File: config.mk
export PLATFORM = sky130hd
export DESIGN_NAME = toggle_event_counter
export DESIGN_NICKNAME = d
export VERILOG_FILES = /design/src/rtl/toggle_event_counter.sv
export SDC_FILE = /design/constraint.sdc
export NUM_CORES = 1
export LEC_CHECK = 0
export CORE_AREA = 10 10 47 49
export DETAILED_ROUTE_END_ITERATION = 8
export DIE_AREA = 0 0 57 59
export DONT_BUFFER_PORTS = 1
export MAX_ROUTING_LAYER = met4
export SKIP_LAST_GASP = 1
export SLEW_MARGIN = 30
export SYNTH_ARGS = -nofsm -noshare
export SYNTH_HDL_FRONTEND = slang
export SYNTH_SLANG_ARGS = --single-unit
File: constraint.sdc
create_clock -name clk -period 1.4 [get_ports clk]
set_input_delay 0.14 -clock clk [delete_from_list [all_inputs] [get_ports clk]]
set_output_delay 0.14 -clock clk [all_outputs]
set_load 0.05 [all_outputs]
File: src/rtl/toggle_event_counter.sv
// toggle_event_counter
//   Counts level changes of an asynchronous toggle input. The input is
//   resynchronised through a SYNC_STAGES-deep flop chain. Each change of the
//   synchronised level is one event. Every event produces a one-cycle pulse.
//   An event is counted only when en is high. clr clears count and ovf, and
//   takes priority over an event in the same cycle.
//
// Parameters
//   WIDTH        event counter width in bits (default 8)
//   SYNC_STAGES  synchronizer depth, legal range 2..4 (default 2)
//
// Ports
//   clk     in   single clock, rising edge
//   rst     in   asynchronous active-high reset
//   tgl_in  in   asynchronous toggle level; each level change is one event
//   en      in   synchronous count enable
//   clr     in   synchronous clear of count and ovf
//   pulse   out  one-cycle registered strobe per detected event
//   count   out  number of counted events
//   ovf     out  sticky overflow flag
//
// Configuration
//   TOGGLE_CNT_SATURATE_EN  defined: count saturates at 2^WIDTH-1, and ovf
//                           sets on the event that reaches it.
//                           undefined: count wraps to 0, and ovf sets on the
//                           wrapping event.
module toggle_event_counter #(
  parameter int unsigned WIDTH       = 8,
  parameter int unsigned SYNC_STAGES = 2
) (
  input  logic             clk,
  input  logic             rst,
  input  logic             tgl_in,
  input  logic             en,
  input  logic             clr,
  output logic             pulse,
  output logic [WIDTH-1:0] count,
  output logic             ovf
);

  localparam logic [WIDTH-1:0] CNT_MAX = '1;

  logic [SYNC_STAGES-1:0] sync_ff;
  logic                   sync_out;
  logic                   prev;
  logic                   evt;
  logic [WIDTH-1:0]       count_nxt;
  logic                   ovf_nxt;

  // Synchronizer chain: the only reader of tgl_in.
  always_ff @(posedge clk or posedge rst) begin
    if (rst) begin
      sync_ff <= '0;
    end else begin
      sync_ff <= {sync_ff[SYNC_STAGES-2:0], tgl_in};
    end
  end

  assign sync_out = sync_ff[SYNC_STAGES-1];

  // Last synchronised level. en and clr have no influence here.
  always_ff @(posedge clk or posedge rst) begin
    if (rst) begin
      prev <= 1'b0;
    end else begin
      prev <= sync_out;
    end
  end

  assign evt = sync_out ^ prev;

  // Next count and overflow. clr wins over a simultaneous event.
  always_comb begin
    count_nxt = count;
    ovf_nxt   = ovf;
    if (clr) begin
      count_nxt = '0;
      ovf_nxt   = 1'b0;
    end else if (evt && en) begin
`ifdef TOGGLE_CNT_SATURATE_EN
      if (count == CNT_MAX) begin
        ovf_nxt = 1'b1;
      end else begin
        count_nxt = count + WIDTH'(1);
        if (count_nxt == CNT_MAX) begin
          ovf_nxt = 1'b1;
        end
      end
`else
      // Natural modulo-2^WIDTH wrap; flag the wrap itself.
      count_nxt = count + WIDTH'(1);
      if (count == CNT_MAX) begin
        ovf_nxt = 1'b1;
      end
`endif
    end
  end

  // Registered outputs. pulse fires on every event, whatever en and clr are.
  always_ff @(posedge clk or posedge rst) begin
    if (rst) begin
      pulse <= 1'b0;
      count <= '0;
      ovf   <= 1'b0;
    end else begin
      pulse <= evt;
      count <= count_nxt;
      ovf   <= ovf_nxt;
    end
  end

endmodule
==> results of run 1 <==
worst max path at each step:
stage                     from        to  slack, ps  depth (start not counted)
floorplan             count[1]       ovf        -60                          4
global placement    sync_ff[1]  count[5]         20                          4
detailed placement  sync_ff[1]  count[7]        -10                          4
CTS                 sync_ff[1]       ovf         -3                          4
global route        sync_ff[1]  count[7]        -70                          4
finish              sync_ff[1]  count[7]        -30                          4
cell families after synthesis:
group | after synthesis
AND/OR/NAND/NOR | 16
flip-flops | 13
XOR/XNOR | 1
multiplexers | 1
adder cells (fa/ha/maj) | 1
AO/OA/AOI/OAI | 15
buffers and inverters | 7
where the power goes:
part / internal (W) / switching (W)
Clock: 0.000110 / 0.000118
Combinational: 0.0000279 / 0.0000439
Sequential: 0.000386 / 0.0000186
stage by stage:
step	instance area, µm²	util	setup slack [ps]	std cells
after detailed placement	697	0.497	-11.3	79
final	773	0.552	-30.4	86
after floorplan	606	-	-61.9	54
after global routing	773	0.552	-72.8	86
after CTS	754	0.538	-2.73	86
after global placement	697	0.497	19.1	79
layout by cell type, fill, tap and decap left out:
cell,synthesis,layout
or4b_4,0,1
nand3_1,3,3
o21ai_0,3,3
o31ai_1,4,4
dfrtp_1,13,6
nand4_1,2,2
or3_1,2,2
or4_4,0,1
xnor2_1,1,1
dfrtp_2,0,7
ha_4,0,1
nand3_4,0,1
clkbuf_1,0,1
nand2_1,1,1
a21oi_2,0,4
or4_1,4,3
clkbuf_4,0,3
mux2_2,1,1
inv_1,5,5
dlygate4sd3_1,0,2
nor2_1,1,1
a21oi_1,8,4
nor2b_1,1,1
buf_4,1,12
registers in the layout (all words and copies together) (netlist names):
signal,count
count,8
sync_ff,2
ovf,1
prev,1
pulse,1
worst max-delay path, delay by kind of cell (launching register included):
kind | cells | cell delay, ps
buffers and inverters | 1 | 160
AOI/OAI and AO/OA | 1 | 160
and+or+nand+nor | 1 | 520
DFF | 1 | 390
xor gates and xnor gates | 1 | 120
final cells by class:
type / instances / area (µm²) / share of cell area
repair buffers: 14 / 110 / 0.142
clock buffers: 4 / 26.3 / 0.0340
multi-input cells: 34 / 264 / 0.341
flip-flops and latches: 13 / 334 / 0.432
inverters: 5 / 18.8 / 0.0243
well taps: 16 / 20.0 / 0.0259
repair_timing:
action | in CTS | in global routing
hold endpoints to repair | 22 | 8
setup buffers | 1 | 0
setup endpoints to repair | 3 | 8
gates cloned | 0 | 0
pin swaps | 2 | 2
resized for setup | 1 | 5
metal layers:
layer	track usage	up-vias	part of all wire
li1	-	229	-
met1	0.0942	218	0.40
met2	0.138	9	0.51
met3	0.0279	2	0.080
met4	0.0503	0	0.0068
met5	-	-	0
==> impl_metrics.csv, run 1 <==
group,metric,value,unit
synthesis,ys_seq_area_frac,0.564,
synthesis,synth_top_family_by_area,"simple AND/OR/NAND/NOR gates",
sta,setup_ws,-30.4,ps
min_path,hold_depth,1,
global_routing,grt.overflow.total,0,
min_path,hold_start,"clr",
min_path,hold_path.class,"input pin to flip-flop",
global_routing,grt_first_pass_wirelength,2260,µm
critical_path,required,1600,ps
synthesis,synthAdderAreaFrac,0.0217,
synthesis,synth.area.mux_share,0.0195,
min_path,min_to,"count[5]",
sta,finalSetupViolCount,1,
pwr,power,0.000705,W
global_routing,grt_usage,0.0872,
synthesis,synthCells,54,
critical_path,cp_slowest_cell,"or4_4",
detailed_routing,vias,458,
synthesis,ys_seq_elements,13,
synthesis,synth_cell_type_count,19,
synthesis,synth_warnings,0,
final_layout,diodes,0,
pwr,cellPowerDensity,911,nW/µm²
sta,holdWs,-89.1,ps
synthesis,yosys.area.top_type,"dfrtp_1",
synthesis,syn_avg_cell_area,10.7,µm²
critical_path,rrSetupSlack,-30,ps
final_layout,fill_cells,140,
critical_path,path_cells,"xnor2_1, buf_4, or4_4, a21oi_2",
synthesis,synth_edf_count,0,
placed_design,place_hpwl,961,µm
detailed_routing,vias_per_cell,5.33,
placed_design,numPortBuffers,0,
synthesis,yosys-top-cells-count,"dfrtp_1, a21oi_1, inv_1, o31ai_1, or4_1",
sta,tns,-30.4,ps
critical_path,r2r_cells,4,
floorplanning,die_area,3360,µm²
synthesis,synth.cell_area,577,µm²
synthesis,synthSimpleGateAreaFrac,0.180,
clocking,cts_max_path_buffers,2,
clocking,cts_sinks,13,
final_layout,layout.nets,77,
sta,min_period,1430,ps
clocking,root_buffer,"clkbuf_4",
clocking,cts_buffers,3,
detailed_routing,firstDrtPassIters,4,
clocking,hold_buffers,2,
sta,skew,4.70,ps
floorplanning,start_util,0.412,
sta,finalHoldViolations,8,
sta,slew_headroom,0.682,
critical_path,startpoint_type,"flip-flop",
critical_path,rr_startpoint,"sync_ff[1]",
detailed_routing,routedWlPerCell,15.5,µm
run,cap_violations,0,
detailed_routing,drc_errors,0,
critical_path,end_kind,"flip-flop",
clocking,cts_tree,"yes",
final_layout,area.growth.synth_to_final,34.1,%
clocking,worstSkewPairLatency,270,ps
critical_path,slowest_delay,520,ps
global_routing,grt_pass1_vias,471,
floorplanning,rows,14,
synthesis,yosys.area.top_type_share,0.564,
global_routing,antenna_found_initial,0,
status,status,"complete, but fails checks",
critical_path,rr_endpoint,"count[7]",
detailed_routing,wirelength,1330,µm
synthesis,netlist_top_cells_area,"dfrtp_1, a21oi_1, o31ai_1, or4_1, inv_1",
floorplanning,core,1400,µm²
floorplanning,die_height,59,µm
sta,rsz0062_at_grt,"yes",
synthesis,synth.most_common_cell,"dfrtp_1",
sta,finalMaxSlewViolations,0,
synthesis,synth_nets,60,
synthesis,synth-compound-area-share,0.148,
clocking,cts.clk_slew.worst_paths,80,ps
pwr,ir_worst_vdd,552,µV
status,violations,"negative hold slack, negative setup slack",
synthesis,ys.flop_type,"dfrtp_1",
sta,worstMarginPinSlew,476,ps
detailed_routing,dr.first_iter.drc_count,2,
synthesis,synth-xor-area-share,0.0152,
placed_design,place_congestion,0.704,
critical_path,arrival,1630,ps
critical_path,cp_max_fo,10,
detailed_routing,final_antenna_net_count,0,
pwr,p_leak,0.307,nW
final_layout,drive_above_1_share,0.443,
synthesis,async_flop_share,1.00,
sta,timing.fmax,0.699,GHz
critical_path,critPathKind,"flip-flop to flip-flop",
global_routing,grt_max_degree,14,
floorplanning,die_w,57,µm
floorplanning,boundaryPins,15,
clocking,cts_max_level,1,
sta,period_share,1.02,
Note: power is estimated with default switching activity, not from simulation.
==> run 2: changes to the inputs <==
--- a/config.mk
+++ b/config.mk
@@ -5,11 +5,14 @@
 export SDC_FILE = /design/constraint.sdc
 export NUM_CORES = 1
 export LEC_CHECK = 0
+export ABC_AREA = 1
 export CORE_AREA = 10 10 47 49
+export CTS_BUF_LIST = sky130_fd_sc_hd__clkbuf_8 sky130_fd_sc_hd__clkbuf_16
 export DETAILED_ROUTE_END_ITERATION = 8
 export DIE_AREA = 0 0 57 59
 export DONT_BUFFER_PORTS = 1
 export MAX_ROUTING_LAYER = met4
+export PLACE_DENSITY = 0.68
 export SKIP_LAST_GASP = 1
 export SLEW_MARGIN = 30
 export SYNTH_ARGS = -nofsm -noshare
==> impl_metrics.csv, run 2 <==
group,metric,value,unit
synthesis,synth.cell_area,671,µm²
placed_design,place_congestion,0.891,
final_layout,final_cell_mix,"nand2_1, inv_1, dfrtp_1",
clocking,root_buffer,"clkbuf_8",
detailed_routing,wirelength,1360,µm
sta,slew_headroom,0.678,
sta,finalSetupViolCount,0,
sta,finalHoldViolations,0,
final_layout,fin_area,813,µm²
synthesis,yosys.area.top_type_share,0.485,
clocking,cts.clk_slew.worst_paths,60,ps
pwr,cellPowerDensity,1010,nW/µm²
critical_path,worst-path-buf-inv,1,
global_routing,antenna_found_initial,0,
status,status,"finished clean",
critical_path,cp_slowest_cell,"dfrtp_2",
floorplanning,die_w,57,µm
final_layout,drive_above_1_share,0.228,
final_layout,largest_reg_flops,8,
sta,worstMarginPinSlew,483,ps
final_layout,area.growth.synth_to_final,21.3,%
final_layout,layout_commonest_cell,"nand2_1",
pwr,ir_worst_vdd,711,µV
final_layout,regArea,328,µm²
synthesis,syn_avg_cell_area,7.62,µm²
critical_path,crit_top_cell,"nand2_1",
synthesis,ys_seq_elements,13,
synthesis,yosys.area.top_type,"dfrtp_1",
synthesis,ys.flop_type,"dfrtp_1",
detailed_routing,vias_per_cell,4.87,
synthesis,synth.most_common_cell,"nand2_1",
detailed_routing,drc_errors,0,
placed_design,dp_slack,246,ps
clocking,worstSkewPairLatency,240,ps
clocking,cts_setup_buffers,0,
pwr,p_leak,0.396,nW
detailed_routing,final_antenna_net_count,0,
sta,skew,3.88,ps
final_layout,fin_util,0.580,
clocking,cts_tree,"yes",
clocking,cts_sinks,13,
clocking,post_cts_resized,0,
synthesis,synth_nets,94,
synthesis,async_flop_share,1.00,
critical_path,required,1540,ps
detailed_routing,vias,570,
floorplanning,die_height,59,µm
final_layout,largest-register,"count",
floorplanning,core,1400,µm²
synthesis,synth_edf_count,0,
sta,min_period,1160,ps
final_layout,layout.nets,108,
run,cap_violations,0,
synthesis,yosys-top-cells-count,"nand2_1, dfrtp_1, inv_1, nor2_1, nand3_1",
synthesis,netlist_top_cells_area,"dfrtp_1, nand2_1, inv_1, nor2_1, nand3_1",
critical_path,critPathKind,"flip-flop to flip-flop",
global_routing,grt_first_pass_wirelength,2300,µm
min_path,hold_path.class,"input pin to flip-flop",
floorplanning,die_area,3360,µm²
final_layout,diodes,0,
global_routing,grt_max_degree,14,
sta,holdWs,200,ps
detailed_routing,dr.first_iter.drc_count,8,
clocking,cts_max_level,1,
floorplanning,rows,14,
sta,period_share,0.826,
placed_design,dpl_cell_area,748,µm²
critical_path,end_kind,"flip-flop",
critical_path,cp_top_family,"simple AND/OR/NAND/NOR gates",
global_routing,grt_pass1_vias,566,
sta,timing.fmax,0.864,GHz
critical_path,startpoint_type,"flip-flop",
critical_path,cp_max_fo,3,
clocking,hold_buffers,2,
sta,finalMaxSlewViolations,0,
floorplanning,start_util,0.479,
detailed_routing,routedWlPerCell,11.7,µm
final_layout,top_regs,"count x8, sync_ff x2",
sta,setup_ws,243,ps
final_layout,multi_input_area,284,µm²
final_layout,fill_cells,140,
global_routing,grt_usage,0.0885,
synthesis,synth_warnings,0,
placed_design,numPortBuffers,0,
synthesis,ys_seq_area_frac,0.485,
global_routing,grt.overflow.total,0,
floorplanning,boundaryPins,15,
critical_path,arrival,1290,ps
synthesis,synth_cell_type_count,18,
clocking,cts_max_path_buffers,2,
critical_path,path_cells,"ha_1, inv_1, nor2_1, nand2_1, nand2_1, nand2_1, nand2_1, nand2_1",
clocking,cts_buffers,3,
synthesis,synthCells,88,
sta,rsz0062_at_grt,"no",
detailed_routing,firstDrtPassIters,4,
sta,tns,0,ps
placed_design,place_hpwl,1040,µm
critical_path,slowest_delay,370,ps
[run 2: changes by cell type after synthesis, sizes merged, moves of 4 or more]
cell   before  now
nor2        1   12
inv         5   15
nand2       1   32
o31ai       4    0
or4         4    0
a21oi       8    1
[run 2: cells by family after synthesis]
group / count (synthesis) / synth area share
AO/OA/AOI/OAI: 6 / 0.0485
adder cells (fa/ha/maj): 1 / 0.0187
buffers and inverters: 16 / 0.0914
flip-flops: 13 / 0.485
AND/OR/NAND/NOR: 52 / 0.356
[run 2: layer usage]
layer / vias to the layer above / share of wire / track usage
met3: 4 / 0.075 / 0.0365
met4: 0 / 0.030 / 0.0705
li1: 291 / - / -
met5: - / 0 / -
met2: 11 / 0.47 / 0.136
met1: 264 / 0.43 / 0.0870
[run 2: stage by stage]
stage	power, W	std cells
final	0.000823	117
after global routing	0.000852	117
after detailed placement	0.000497	111
after CTS	0.000828	117
after floorplan	0.000479	88
after global placement	0.000496	111
[run 2: layout make-up]
class,count,area share
flip-flops and latches,13,0.403
multi-input cells,59,0.349
inverters,15,0.0692
repair buffers,10,0.0985
clock inverters,1,0.00462
well taps,16,0.0246
clock buffers,3,0.0508
[run 2: worst min-delay path, delay by kind of cell]
| family | cells | cell delay (ps) |
|---|---|---|
| AND/OR/NAND/NOR | 2 | 140 |
| buffers and inverters | 1 | 130 |
[run 2: path summary, 6_finish.rpt]
kind / slack, ps / endpoint / depth (start not counted) / start
worst min register to register: 350 / sync_ff[1] / 0 / sync_ff[0]
worst max register to register: 240 / ovf / 8 / count[1]
max in group asynchronous: 680 / count[1] / 2 / rst
worst max-delay path: 240 / ovf / 8 / count[1]
worst min-delay path: 200 / count[7] / 3 / clr
min in group asynchronous: 370 / count[4] / 2 / rst
[run 2: power breakdown]
| group | switching (W) | leakage (nW) | internal (W) | total, W |
|---|---|---|---|---|
| logic | 0.0000544 | 0.202 | 0.0000210 | 0.0000754 |
| registers | 0.0000272 | 0.167 | 0.000390 | 0.000417 |
| clock network | 0.000137 | 0.0269 | 0.000194 | 0.000330 |
